===== src/rtl/nodf_module_intf.sv =====
// Passive ap_ctrl_hs status monitor: state, accept/complete counts, start-to-done latency.
// Latency: 1 clock from sampled handshake to registered outputs. Backpressure: none, never drives the block.
// Optional feature macro NODF_STALL_CNT_EN adds the stall_cycles counter; otherwise it is tied to 0.

// Generic circular FIFO with occupancy count; a push while full is accepted only alongside a pop.
// Latency: 1 clock from push to visible head. Backpressure: full/empty flags, caller gates in_vld.
// Storage is not reset; only pointers and count are.
module nodf_fifo #(
    parameter int W     = 32,
    parameter int DEPTH = 4
) (
    input  logic                    clock,
    input  logic                    reset,
    input  logic                    in_vld,
    input  logic [W-1:0]            in_dat,
    input  logic                    out_rdy,
    output logic [W-1:0]            out_dat,
    output logic [$clog2(DEPTH):0]  count,
    output logic                    full,
    output logic                    empty
);
    localparam int AW = $clog2(DEPTH);

    logic [W-1:0]  mem [DEPTH];
    logic [AW-1:0] wr_ptr;
    logic [AW-1:0] rd_ptr;
    logic          wr_en;
    logic          rd_en;

    assign full    = (count == (AW+1)'(DEPTH));
    assign empty   = (count == '0);
    assign rd_en   = out_rdy && !empty;
    assign wr_en   = in_vld && (!full || rd_en);
    assign out_dat = mem[rd_ptr];

    always_ff @(posedge clock or posedge reset) begin
        if (reset) begin
            wr_ptr <= '0;
            rd_ptr <= '0;
            count  <= '0;
        end else begin
            if (wr_en) wr_ptr <= wr_ptr + AW'(1);
            if (rd_en) rd_ptr <= rd_ptr + AW'(1);
            count <= count + (AW+1)'(wr_en) - (AW+1)'(rd_en);
        end
    end

    always_ff @(posedge clock) begin
        if (wr_en) mem[wr_ptr] <= in_dat;
    end
endmodule

module nodf_module_intf #(
    parameter int CNT_W   = 32,
    parameter int MAX_OUT = 4
) (
    input  logic             clock,
    input  logic             reset,
    input  logic             ap_start,
    input  logic             ap_ready,
    input  logic             ap_done,
    input  logic             ap_continue,
    input  logic             finish,
    output logic [1:0]       status,
    output logic [CNT_W-1:0] start_count,
    output logic [CNT_W-1:0] done_count,
    output logic [CNT_W-1:0] last_latency,
    output logic [CNT_W-1:0] max_latency,
    output logic             protocol_err,
    output logic [CNT_W-1:0] stall_cycles
);
    localparam int AW = $clog2(MAX_OUT);

    typedef enum logic [1:0] {
        ST_IDLE     = 2'd0,
        ST_BUSY     = 2'd1,
        ST_STALL    = 2'd2,
        ST_FINISHED = 2'd3
    } state_t;

    state_t           state_q;
    state_t           state_next;
    logic [CNT_W-1:0] cyc;
    logic             finished;
    logic             active;
    logic             accept;
    logic             complete;
    logic             bypass;
    logic             push_en;
    logic             pop_en;
    logic             drop;
    logic             orphan;
    logic             fifo_full;
    logic             fifo_empty;
    logic [AW:0]      fifo_count;
    logic [AW:0]      count_next;
    logic [CNT_W-1:0] head_dat;
    logic [CNT_W-1:0] lat;

    function automatic logic [CNT_W-1:0] sat_inc(input logic [CNT_W-1:0] v);
        return (&v) ? v : v + CNT_W'(1);
    endfunction

    // Everything stops one edge after finish is first sampled.
    assign active   = !finished;
    assign accept   = ap_start && ap_ready && active;
    assign complete = ap_done && ap_continue && active;
    assign bypass   = accept && complete && fifo_empty;
    assign pop_en   = complete && !fifo_empty;
    assign push_en  = accept && !bypass && (!fifo_full || pop_en);
    assign drop     = accept && !bypass && fifo_full && !pop_en;
    assign orphan   = complete && fifo_empty && !accept;
    assign lat      = cyc - head_dat;
    assign count_next = fifo_count + (AW+1)'(push_en) - (AW+1)'(pop_en);

    nodf_fifo #(
        .W     (CNT_W),
        .DEPTH (MAX_OUT)
    ) u_ts_fifo (
        .clock   (clock),
        .reset   (reset),
        .in_vld  (push_en),
        .in_dat  (cyc),
        .out_rdy (pop_en),
        .out_dat (head_dat),
        .count   (fifo_count),
        .full    (fifo_full),
        .empty   (fifo_empty)
    );

    always_ff @(posedge clock or posedge reset) begin
        if (reset) begin
            cyc          <= '0;
            finished     <= 1'b0;
            start_count  <= '0;
            done_count   <= '0;
            last_latency <= '0;
            max_latency  <= '0;
            protocol_err <= 1'b0;
        end else if (active) begin
            cyc <= cyc + CNT_W'(1);
            if (finish)   finished    <= 1'b1;
            if (accept)   start_count <= sat_inc(start_count);
            if (complete) done_count  <= sat_inc(done_count);
            if (bypass) begin
                last_latency <= '0;
            end else if (pop_en) begin
                last_latency <= lat;
                if (lat > max_latency) max_latency <= lat;
            end
            if (drop || orphan) protocol_err <= 1'b1;
        end
    end

    always_ff @(posedge clock or posedge reset) begin
        if (reset) state_q <= ST_IDLE;
        else       state_q <= state_next;
    end

    always_comb begin
        state_next = ST_IDLE;
        if (finished || finish)         state_next = ST_FINISHED;
        else if (ap_done && !ap_continue) state_next = ST_STALL;
        else if (count_next != '0)      state_next = ST_BUSY;
    end

    assign status = state_q;

`ifdef NODF_STALL_CNT_EN
    logic [CNT_W-1:0] stall_q;

    always_ff @(posedge clock or posedge reset) begin
        if (reset)                                   stall_q <= '0;
        else if (active && ap_done && !ap_continue) stall_q <= sat_inc(stall_q);
    end

    assign stall_cycles = stall_q;
`else
    assign stall_cycles = '0;
`endif
endmodule


===== config.mk =====
export PLATFORM = sky130hd
export DESIGN_NAME = nodf_module_intf
export DESIGN_NICKNAME = d
export VERILOG_FILES = /design/src/rtl/nodf_module_intf.sv
export SDC_FILE = /design/constraint.sdc
export NUM_CORES = 1
export LEC_CHECK = 0
export BUFFER_PORTS_ARGS = -buffer_cell sky130_fd_sc_hd__buf_2
export CAP_MARGIN = 5
export CORE_UTILIZATION = 35
export DETAILED_ROUTE_END_ITERATION = 6
export SKIP_LAST_GASP = 1
export SLEW_MARGIN = 20
export SYNTH_ARGS = -nofsm -noshare
export SYNTH_HDL_FRONTEND = slang
export SYNTH_SLANG_ARGS = --single-unit

===== constraint.sdc =====
create_clock -name clock -period 6.9 [get_ports clock]
set_clock_uncertainty 0.15 [all_clocks]
set_input_delay 1.38 -clock clock [delete_from_list [all_inputs] [get_ports clock]]
set_output_delay 1.38 -clock clock [all_outputs]
set_load 0.01 [all_outputs]

==> impl_metrics.py, run 1 <==
metrics = {
    "floorplan": {
        "die_x_um": 206.8,
        "start_util_pct": 35.71,
        "num_rows": 74,
        "die_area_um2": 42770,
        "die_height_um": 206.8,
        "ios": 170,
        "coreArea_um2": 41110,
    },
    "clock_tree": {
        "clock_latency_ns": 0.53,
        "cts_tree": "done",
        "h-tree-depth": 2,
        "cts_resized": 0,
        "cts-root-buf": "clkbuf_16",
        "cts_made_buffers": 36,
        "cts.sinks": 299,
        "cts_buffer_depth": 3,
        "cts_setup_buffers": 0,
        "cts_hold_buf": 0,
        "clk_pin_slew_ns": 0.06,
    },
    "final_layout": {
        "antenna_cells": 0,
        "layout_common_cells": "dfrtp_1, buf_2, edfxtp_1",
        "utilization_pct": 41.50,
        "final_common_cell": "dfrtp_1",
        "syn_to_final_growth_pct": 16.22,
        "final_nets": 1411,
        "drive_gt1_share_pct": 21.43,
    },
    "global_route": {
        "grt_usage_pct": 14.52,
        "antenna_found_initial": 0,
        "grtUsageMet1_pct": 20.04,
        "grt_use_met2_pct": 22.62,
        "grt_pass1_wl_um": 49090,
        "grt_pass1_vias": 9187,
        "grtUsageMet3_pct": 2.747,
        "grt_max_degree": 71,
        "grt_overflow": 0,
        "grt-busiest-layer": "met2",
    },
    "logic_synthesis": {
        "synthArstFlopShare_pct": 57.19,
        "synth.ff_latch_count": 299,
        "synth_edf_count": 128,
        "postSynthCellCount": 1168,
        "ys.flop_type": "dfrtp_1",
        "seq_area_frac_synth_pct": 55.33,
        "synth.distinct_cells": 70,
        "synth_area_um2": 14680,
        "yosysWarnings": 0,
        "syn_area_per_cell_um2": 12.57,
    },
    "route": {
        "drc_errors": 12,
        "vias": 9299,
        "detail-route-antenna-nets": 0,
        "vias_per_cell": 4.933,
        "wl_per_cell_um": 16.04,
        "first_pass_iters": 7,
        "routed_wl_um": 30240,
        "drtIter0Drc": 523,
    },
    "timing": {
        "tightest_slew_ns": 0.8878,
        "timing.fmax_mhz": 174.9,
        "relSlewSlack_pct": 40.81,
        "fin_crit_sh_pct": 82.86,
        "rsz0062_at_grt": "no",
        "finalSetupViolations": 0,
        "fin_crit_ns": 5.718,
        "tns_ns": 0,
        "hold_viol": 0,
        "finalMaxSlewViolations": 0,
        "setup_ws_ns": 1.182,
    },
    "worst_setup_path": {
        "cp-end-kind": "register",
        "required_ns": 7.17,
        "worstPathMaxFanout": 22,
        "crit_arrival_ns": 5.99,
        "worst-setup-path-type": "register to register",
        "startpoint_type": "register",
    },
    "power": {
        "leakage_uw": 0.007865,
        "p_per_area_nw_per_um2": 234.0,
        "ir_drop_v": 0.0001644,
    },
    "placed_design": {
        "place.port_buffers": 137,
        "pre_cts_ws_ns": 1.157,
        "dp_hpwl_um": 21620,
        "gp_congestion": 0.8306,
    },
    "worst_hold_path": {
        "hold_path.class": "register to register",
    },
    "run_status": {
        "violations": "design-rule violations",
        "status": "finished with violations",
    },
    "run": {
        "cap_violations": 0,
    },
}
-- synth_stat cells, types with 33 or more instances --
cell type	n	area share, %
dfrtp_1	171	29
edfxtp_1	128	26
inv_1	90	2.3
xnor2_1	84	5.0
ha_1	73	6.2
nand2_1	69	1.8
a21oi_1	44	1.5
xor2_1	43	2.6
nor2_1	42	1.1
nand3_1	41	1.4
mux2_2	33	2.5
nand4_1	33	1.4
-- cells by family after synthesis --
kind of cell / count (synthesis) / synth area share, %
AOI/OAI and AO/OA: 167 / 7.833
buffers and inverters: 149 / 4.756
adders and majority gates: 76 / 6.631
other: 1 / 0.02554
muxes: 66 / 7.509
xor gates and xnor gates: 127 / 7.577
and+or+nand+nor: 283 / 10.34
DFF: 299 / 55.33
-- final timing paths --
check	from	end	slack [ns]	cells after the start
max in group asynchronous	reset	start_count[24]$_DFFE_PP0P_	4.69	3
setup / recovery	u_ts_fifo.rd_ptr[0]$_DFFE_PP0P_	max_latency[1]$_DFFE_PP0P_	1.18	18
hold reg to reg	protocol_err$_DFFE_PP0P_	protocol_err$_DFFE_PP0P_	0.32	1
setup reg to reg	u_ts_fifo.rd_ptr[0]$_DFFE_PP0P_	max_latency[1]$_DFFE_PP0P_	1.18	18
hold / removal	protocol_err$_DFFE_PP0P_	protocol_err$_DFFE_PP0P_	0.32	1
min in group asynchronous	reset	cyc[27]$_DFFE_PP0N_	0.69	2
-- worst max-delay path, stage by stage, from the launching register on --
cell and delay, ns:
dfrtp_2 0.60, buf_4 0.34, mux4_2 0.53, inv_1 0.09, ha_1 0.25, nand2_1 0.07, o21ai_0 0.36, nor3_1 0.12
a211oi_1 0.32, o21ai_0 0.21, a21oi_1 0.26, xor2_1 0.33, ha_1 0.18, nand4_1 0.16, nor4_1 0.37, o21ai_0 0.24
a21oi_4 0.43, buf_12 0.24, mux2_2 0.36
-- per-stage QoR --
stage                     power (µW)  hold slack (ns)  instances  instance area (µm²)
after global routing            4176           0.3602       1885                17060
after floorplan                 2158           0.3521       1199                14800
after CTS                       4070           0.3257       1885                17060
after global placement          2220           0.3114       1822                15920
after detailed placement        2227           0.3089       1822                15920
final                           3992           0.3242       1885                17060
-- layer usage --
metal | part of all wire [%] | up-vias
met4 | 3.0 | 0
met1 | 47 | 4504
met5 | 0 | -
met3 | 5.2 | 59
met2 | 44 | 235
li1 | - | 4501
-- registers in the layout (all words and copies together) (netlist names) --
| register | flops |
|---|---|
| done_count | 32 |
| start_count | 32 |
| finished | 1 |
| u_ts_fifo.rd_ptr | 2 |
| protocol_err | 1 |
| status | 2 |
| u_ts_fifo.mem | 128 |
| last_latency | 32 |
| u_ts_fifo.wr_ptr | 2 |
| cyc | 32 |
| u_ts_fifo.count | 3 |
| max_latency | 32 |
-- power breakdown --
part	switching, µW	total [µW]	internal, µW
registers	28.4	1890	1870
clock network	740	1800	1060
logic	171	294	123
total	940	3990	3050
-- cell type report --
cell class	instances	area [µm²]
multi-input cells	751	5987
flip-flops and latches	299	8124
inverters	90	342.8
clock inverters	17	115.1
well taps	532	665.6
repair buffers	150	795.8
clock buffers	46	1031
fillers	3871	24050
(Power assumes the default switching activity.)
==> run 2: changes to the inputs <==
==> constraint.sdc (replaced) <==
create_clock -name clock -period 5.3 [get_ports clock]
set_clock_uncertainty 0.15 [all_clocks]
set_input_delay 1.06 -clock clock [delete_from_list [all_inputs] [get_ports clock]]
set_output_delay 1.06 -clock clock [all_outputs]
set_load 0.01 [all_outputs]
==> run 2 against run 1 <==
The run still ends with design-rule violations left. Final cell count rose by 2.9%. Die area did not move. Global-route usage rose by 0.55 points. Highest routed layer unchanged.
==> impl_metrics.py, run 2 (synthesis results as in run 1) <==
metrics = {
    "clock_tree": {
        "clk_pin_slew_ns": 0.06,
        "cts_tree": "done",
        "cts-root-buf": "clkbuf_16",
        "cts_buffer_depth": 3,
        "clock_latency_ns": 0.53,
        "cts.sinks": 299,
        "cts_hold_buf": 0,
        "h-tree-depth": 2,
        "cts_made_buffers": 36,
    },
    "global_route": {
        "antenna_found_initial": 0,
        "grt_usage_pct": 15.07,
        "grt_pass1_wl_um": 50830,
        "grt_pass1_vias": 9630,
        "grt_max_degree": 93,
        "grt_overflow": 0,
    },
    "floorplan": {
        "ios": 170,
        "die_x_um": 206.8,
        "start_util_pct": 35.71,
        "die_area_um2": 42770,
        "num_rows": 74,
        "die_height_um": 206.8,
        "coreArea_um2": 41110,
    },
    "timing": {
        "finalMaxSlewViolations": 0,
        "tightest_slew_ns": 0.9393,
        "fin_crit_sh_pct": 97.31,
        "timing.fmax_mhz": 193.9,
        "relSlewSlack_pct": 37.25,
        "fin_crit_ns": 5.157,
        "finalSetupViolations": 0,
        "tns_ns": 0,
        "hold_viol": 0,
    },
    "route": {
        "detail-route-antenna-nets": 0,
        "first_pass_iters": 7,
        "drc_errors": 14,
        "vias_per_cell": 4.971,
        "wl_per_cell_um": 16.42,
        "drtIter0Drc": 492,
        "vias": 9639,
        "routed_wl_um": 31840,
    },
    "run": {
        "cap_violations": 0,
    },
    "worst_setup_path": {
        "crit_arrival_ns": 5.42,
        "worst-setup-path-type": "register to register",
        "required_ns": 5.57,
        "startpoint_type": "register",
        "worstPathMaxFanout": 8,
        "cp-end-kind": "register",
    },
    "power": {
        "leakage_uw": 0.008184,
        "power.total_uw": 5268,
        "p_per_area_nw_per_um2": 297.6,
        "ir_drop_v": 0.0002187,
    },
    "final_layout": {
        "final_nets": 1465,
        "layout_common_cells": "dfrtp_1, buf_2, edfxtp_1",
        "regMostFlops": "u_ts_fifo.mem",
        "largest_reg_flops": 128,
        "finalNonFillerCells": 1939,
        "syn_to_final_growth_pct": 20.60,
        "fill_cells": 3799,
        "antenna_cells": 0,
        "regArea_um2": 8125,
        "multi_input_area_um2": 6136,
        "finalInstanceArea_um2": 17700,
        "drive_gt1_share_pct": 25.59,
        "final_common_cell": "dfrtp_1",
    },
    "run_status": {
        "status": "finished with violations",
        "violations": "design-rule violations",
    },
    "worst_hold_path": {
        "hold_path.class": "register to register",
    },
    "placed_design": {
        "dpl_cell_area_um2": 16230,
        "place.port_buffers": 137,
        "dp_hpwl_um": 22210,
        "place_inst": 1861,
        "gp_congestion": 0.8260,
    },
}
[run 2: changes by cell type in the layout (fill, tap and decap cells not counted), sizes merged]
| cell | previous run | this run |
|---|---|---|
| clkbuf | 46 | 49 |
| clkinv | 11 | 12 |
| inv | 93 | 90 |
| bufinv | 0 | 2 |
| clkinvlp | 3 | 2 |
| buf | 150 | 202 |
[run 2: per-layer routing]
layer  global-route usage, %  wire, µm
met1                   20.04     14590
met2                   24.28     14720
met3                   3.501      1679
met4                   4.849       844
met5                       0         0
[run 2: power breakdown]
part | total, µW | internal (µW) | switching, µW
Combinational | 449 | 204 | 245
Clock | 2360 | 1410 | 943
Sequential | 2460 | 2430 | 31.1
[run 2: repair_timing]
item / CTS / global route
pin swaps: 0 / 22
resized for setup: 5 / 34
endpoints found under the setup margin: 32 / 32
buffers inserted: 2 / 11
cloned: 0 / 2
[run 2: worst max-delay path, stage by stage (launching register included)]
cell       delay [ns]
dfrtp_2          0.41
buf_6            0.13
buf_4            0.12
mux4_2           0.51
inv_1            0.07
ha_1             0.25
buf_4            0.16
nand2_1          0.08
o21ai_0          0.12
o21ai_2          0.09
buf_4            0.14
o2111ai_2        0.17
a221oi_2         0.34
o21ai_2          0.14
xor2_2           0.21
ha_1             0.33
a21o_1           0.16
a21o_1           0.18
a21oi_2          0.18
o41ai_4          0.10
nor3_2           0.30
a21oi_4          0.11
buf_6            0.15
clkbuf_16        0.16
mux2_2           0.27
[run 2: path summary, 6_finish.rpt]
path	endpoint	startpoint	cells after the start	slack (ns)
max in group asynchronous	u_ts_fifo.rd_ptr[1]$_DFFE_PP0P_	reset	3	3.38
max	max_latency[5]$_DFFE_PP0P_	u_ts_fifo.rd_ptr[0]$_DFFE_PP0P_	24	0.14
min in group asynchronous	start_count[6]$_DFFE_PP0P_	reset	2	0.57
max reg2reg	max_latency[5]$_DFFE_PP0P_	u_ts_fifo.rd_ptr[0]$_DFFE_PP0P_	24	0.14
min	protocol_err$_DFFE_PP0P_	protocol_err$_DFFE_PP0P_	1	0.32
min reg2reg	protocol_err$_DFFE_PP0P_	protocol_err$_DFFE_PP0P_	1	0.32
[run 2: layout make-up]
type | instances | share of cell area, %
sequential | 299 | 45.89
multi-input combinational | 751 | 34.66
timing repair buffer | 204 | 7.392
clock buffer | 47 | 5.611
tap | 532 | 3.760
inverter | 90 | 1.929
clock inverter | 16 | 0.7562
[run 2: per-stage QoR]
step	util (%)	setup slack, ns	hold WS (ns)
2_1_floorplan	-	0.09372	0.3521
3_3_place_gp	39.48	-0.3384	0.3130
3_5_place_dp	39.48	-0.4106	0.3064
4_1_cts	42.32	0.02037	0.3264
5_1_grt	43.07	-0.03828	0.3395
6_report	43.07	0.1426	0.3209
==> run 3: changes to the inputs <==
--- a/config.mk
+++ b/config.mk
@@ -7,8 +7,9 @@
 export LEC_CHECK = 0
 export BUFFER_PORTS_ARGS = -buffer_cell sky130_fd_sc_hd__buf_2
 export CAP_MARGIN = 5
-export CORE_UTILIZATION = 35
+export CORE_UTILIZATION = 40
 export DETAILED_ROUTE_END_ITERATION = 6
+export RECOVER_POWER = 25
 export SKIP_LAST_GASP = 1
 export SLEW_MARGIN = 20
 export SYNTH_ARGS = -nofsm -noshare
==> run 3 against run 2 <==
The flow finishes with violations (max-capacitance violations, max-slew violations). Critical path depth down 4. Via count decreased by 1.2%. Setup slack better by 0.085 ns. Non-clock buffer count shrank 19. Worst hold slack gained 0.0068 ns. Flip-flop and latch count unchanged. Total power is 1.4% higher. Clock power increased by 4%. Global-route usage is 1.5 points higher. Wire length fell by 3.9%. Critical endpoint is now max_latency[25]$_DFFE_PP0P_. Largest power group unchanged.
==> impl_metrics.py, run 3 (synthesis results as in run 1) <==
metrics = {
    "run_status": {
        "status": "finished with violations",
        "violations": "max-capacitance violations, max-slew violations",
    },
    "clock_tree": {
        "cts.sinks": 299,
        "h-tree-depth": 2,
        "cts_tree": "done",
        "clk_pin_slew_ns": 0.06,
        "clock_latency_ns": 0.50,
        "cts_hold_buf": 0,
        "cts-root-buf": "clkbuf_16",
        "cts_made_buffers": 35,
        "cts_buffer_depth": 3,
    },
    "timing": {
        "fin_crit_sh_pct": 95.71,
        "fin_crit_ns": 5.072,
        "finalSetupViolations": 0,
        "finalMaxSlewViolations": 140,
        "relSlewSlack_pct": -29.98,
        "tightest_slew_ns": 1.950,
        "hold_viol": 0,
        "timing.fmax_mhz": 197.1,
        "setup_ws_ns": 0.2276,
    },
    "floorplan": {
        "start_util_pct": 40.97,
        "die_x_um": 193.6,
        "ios": 170,
        "num_rows": 69,
        "coreArea_um2": 35830,
        "die_area_um2": 37470,
        "die_height_um": 193.6,
    },
    "route": {
        "routed_wl_um": 30610,
        "drc_errors": 0,
        "first_pass_iters": 5,
        "vias": 9523,
        "vias_per_cell": 5.153,
        "wl_per_cell_um": 16.56,
        "detail-route-antenna-nets": 0,
        "drtIter0Drc": 419,
    },
    "final_layout": {
        "fill_cells": 3201,
        "antenna_cells": 0,
        "finalNonFillerCells": 1848,
        "drive_gt1_share_pct": 23.79,
        "layout_common_cells": "dfrtp_1, buf_2, edfxtp_1",
        "final_nets": 1445,
        "regMostFlops": "u_ts_fifo.mem",
        "final_common_cell": "dfrtp_1",
        "utilization_pct": 48.55,
        "largest_reg_flops": 128,
        "syn_to_final_growth_pct": 18.49,
    },
    "power": {
        "ir_drop_v": 0.0003378,
        "switching_share_pct": 22.57,
        "seq_power_share_pct": 46.0,
        "clkPwrFrac_pct": 46.0,
        "combPwrFrac_pct": 8.0,
        "leakage_uw": 0.008064,
        "p_per_area_nw_per_um2": 307.2,
        "internal_power_uw": 4137,
        "power.switching_uw": 1206,
    },
    "worst_hold_path": {
        "holdPathStages": 2,
        "hold_path.class": "register to register",
    },
    "global_route": {
        "grt_usage_pct": 16.56,
        "grt_max_degree": 140,
        "grt_pass1_vias": 9654,
        "grt_overflow": 0,
        "grt_pass1_wl_um": 50890,
        "antenna_found_initial": 0,
    },
    "placed_design": {
        "gp_congestion": 0.8112,
        "place_inst": 1783,
        "place.port_buffers": 137,
        "pre_cts_ws_ns": -0.01560,
        "dp_hpwl_um": 21670,
    },
    "worst_setup_path": {
        "required_ns": 5.53,
        "worst-setup-path-type": "register to register",
        "worst-r2r-cell-count": 20,
        "crit_arrival_ns": 5.31,
        "startpoint_type": "register",
        "worstPathMaxFanout": 16,
        "cp-end-kind": "register",
    },
    "run": {
        "cap_violations": 1,
    },
}
[run 3: cell count changes in the layout (fill, tap and decap cells not counted), sizes merged]
cell / previous run / this run
inv: 90 / 89
clkinvlp: 2 / 3
bufinv: 2 / 5
buf: 202 / 179
[run 3: critical path, cell delays in order (launching register included)]
cell and delay, ns:
dfrtp_2 0.41, buf_12 0.14, mux4_2 0.49, ha_1 0.21, inv_1 0.07, fa_1 0.20
a21o_1 0.14, nand4_1 0.17, a311o_1 0.40, a211oi_2 0.25, o21ai_1 0.16, a21oi_2 0.19
xor2_1 0.25, ha_1 0.16, nand4_1 0.13, buf_4 0.18, o41ai_1 0.34, nor3_1 0.14
a21oi_4 0.24, buf_12 0.18, mux2_2 0.33
[run 3: metal layers]
metal  global-route usage, %  vias up  wire (µm)
met5                       0        -          0
met4                   4.889        0        784
met3                   3.156       65       1629
met2                   26.01      247      13640
met1                   23.29     4647      14560
li1                        -     4564          -
[run 3: metrics by stage]
step	setup TNS, ns	hold WS, ns	power [µW]	area [µm²]
2_1_floorplan	0	0.3521	2811	14800
3_3_place_gp	0	0.3093	2913	16130
3_5_place_dp	-0.1697	0.3098	2924	16130
4_1_cts	0	0.3334	5401	17310
5_1_grt	-0.02594	0.3552	5555	17400
6_report	0	0.3277	5344	17400
[run 3: worst paths after layout]
path	startpoint	to	slack (ns)
hold reg to reg	last_latency[0]$_DFFE_PP0P_	last_latency[0]$_DFFE_PP0P_	0.33
hold / removal	last_latency[0]$_DFFE_PP0P_	last_latency[0]$_DFFE_PP0P_	0.33
setup reg to reg	u_ts_fifo.rd_ptr[0]$_DFFE_PP0P_	max_latency[25]$_DFFE_PP0P_	0.23
setup / recovery	u_ts_fifo.rd_ptr[0]$_DFFE_PP0P_	max_latency[25]$_DFFE_PP0P_	0.23
max in group asynchronous	reset	u_ts_fifo.rd_ptr[0]$_DFFE_PP0P_	1.57
min in group asynchronous	reset	done_count[21]$_DFFE_PP0P_	0.73
[run 3: timing repair]
action	in CTS	in global routing
setup endpoints to repair	31	32
resized for setup	1	19
gates cloned	0	1
buffers inserted	0	2
pin swaps	0	7
[run 3: cell type report]
cell class / instances / area [µm²] / area share [%]
clock buffers: 43 / 948.4 / 5.452
clock inverters: 19 / 231.5 / 1.331
flip-flops and latches: 299 / 8124 / 46.70
inverters: 90 / 339.1 / 1.949
multi-input cells: 751 / 6052 / 34.79
repair buffers: 185 / 1124 / 6.459
well taps: 461 / 576.8 / 3.316
[run 3: power by group through the flow]
stage | Clock (µW) | Combinational (µW) | Sequential, µW
after detailed placement | 0 | 420 | 2500
after global placement | 0 | 411 | 2500
after global routing | 2600 | 489 | 2460
final | 2460 | 428 | 2460
after CTS | 2520 | 421 | 2460
after floorplan | 0 | 308 | 2500
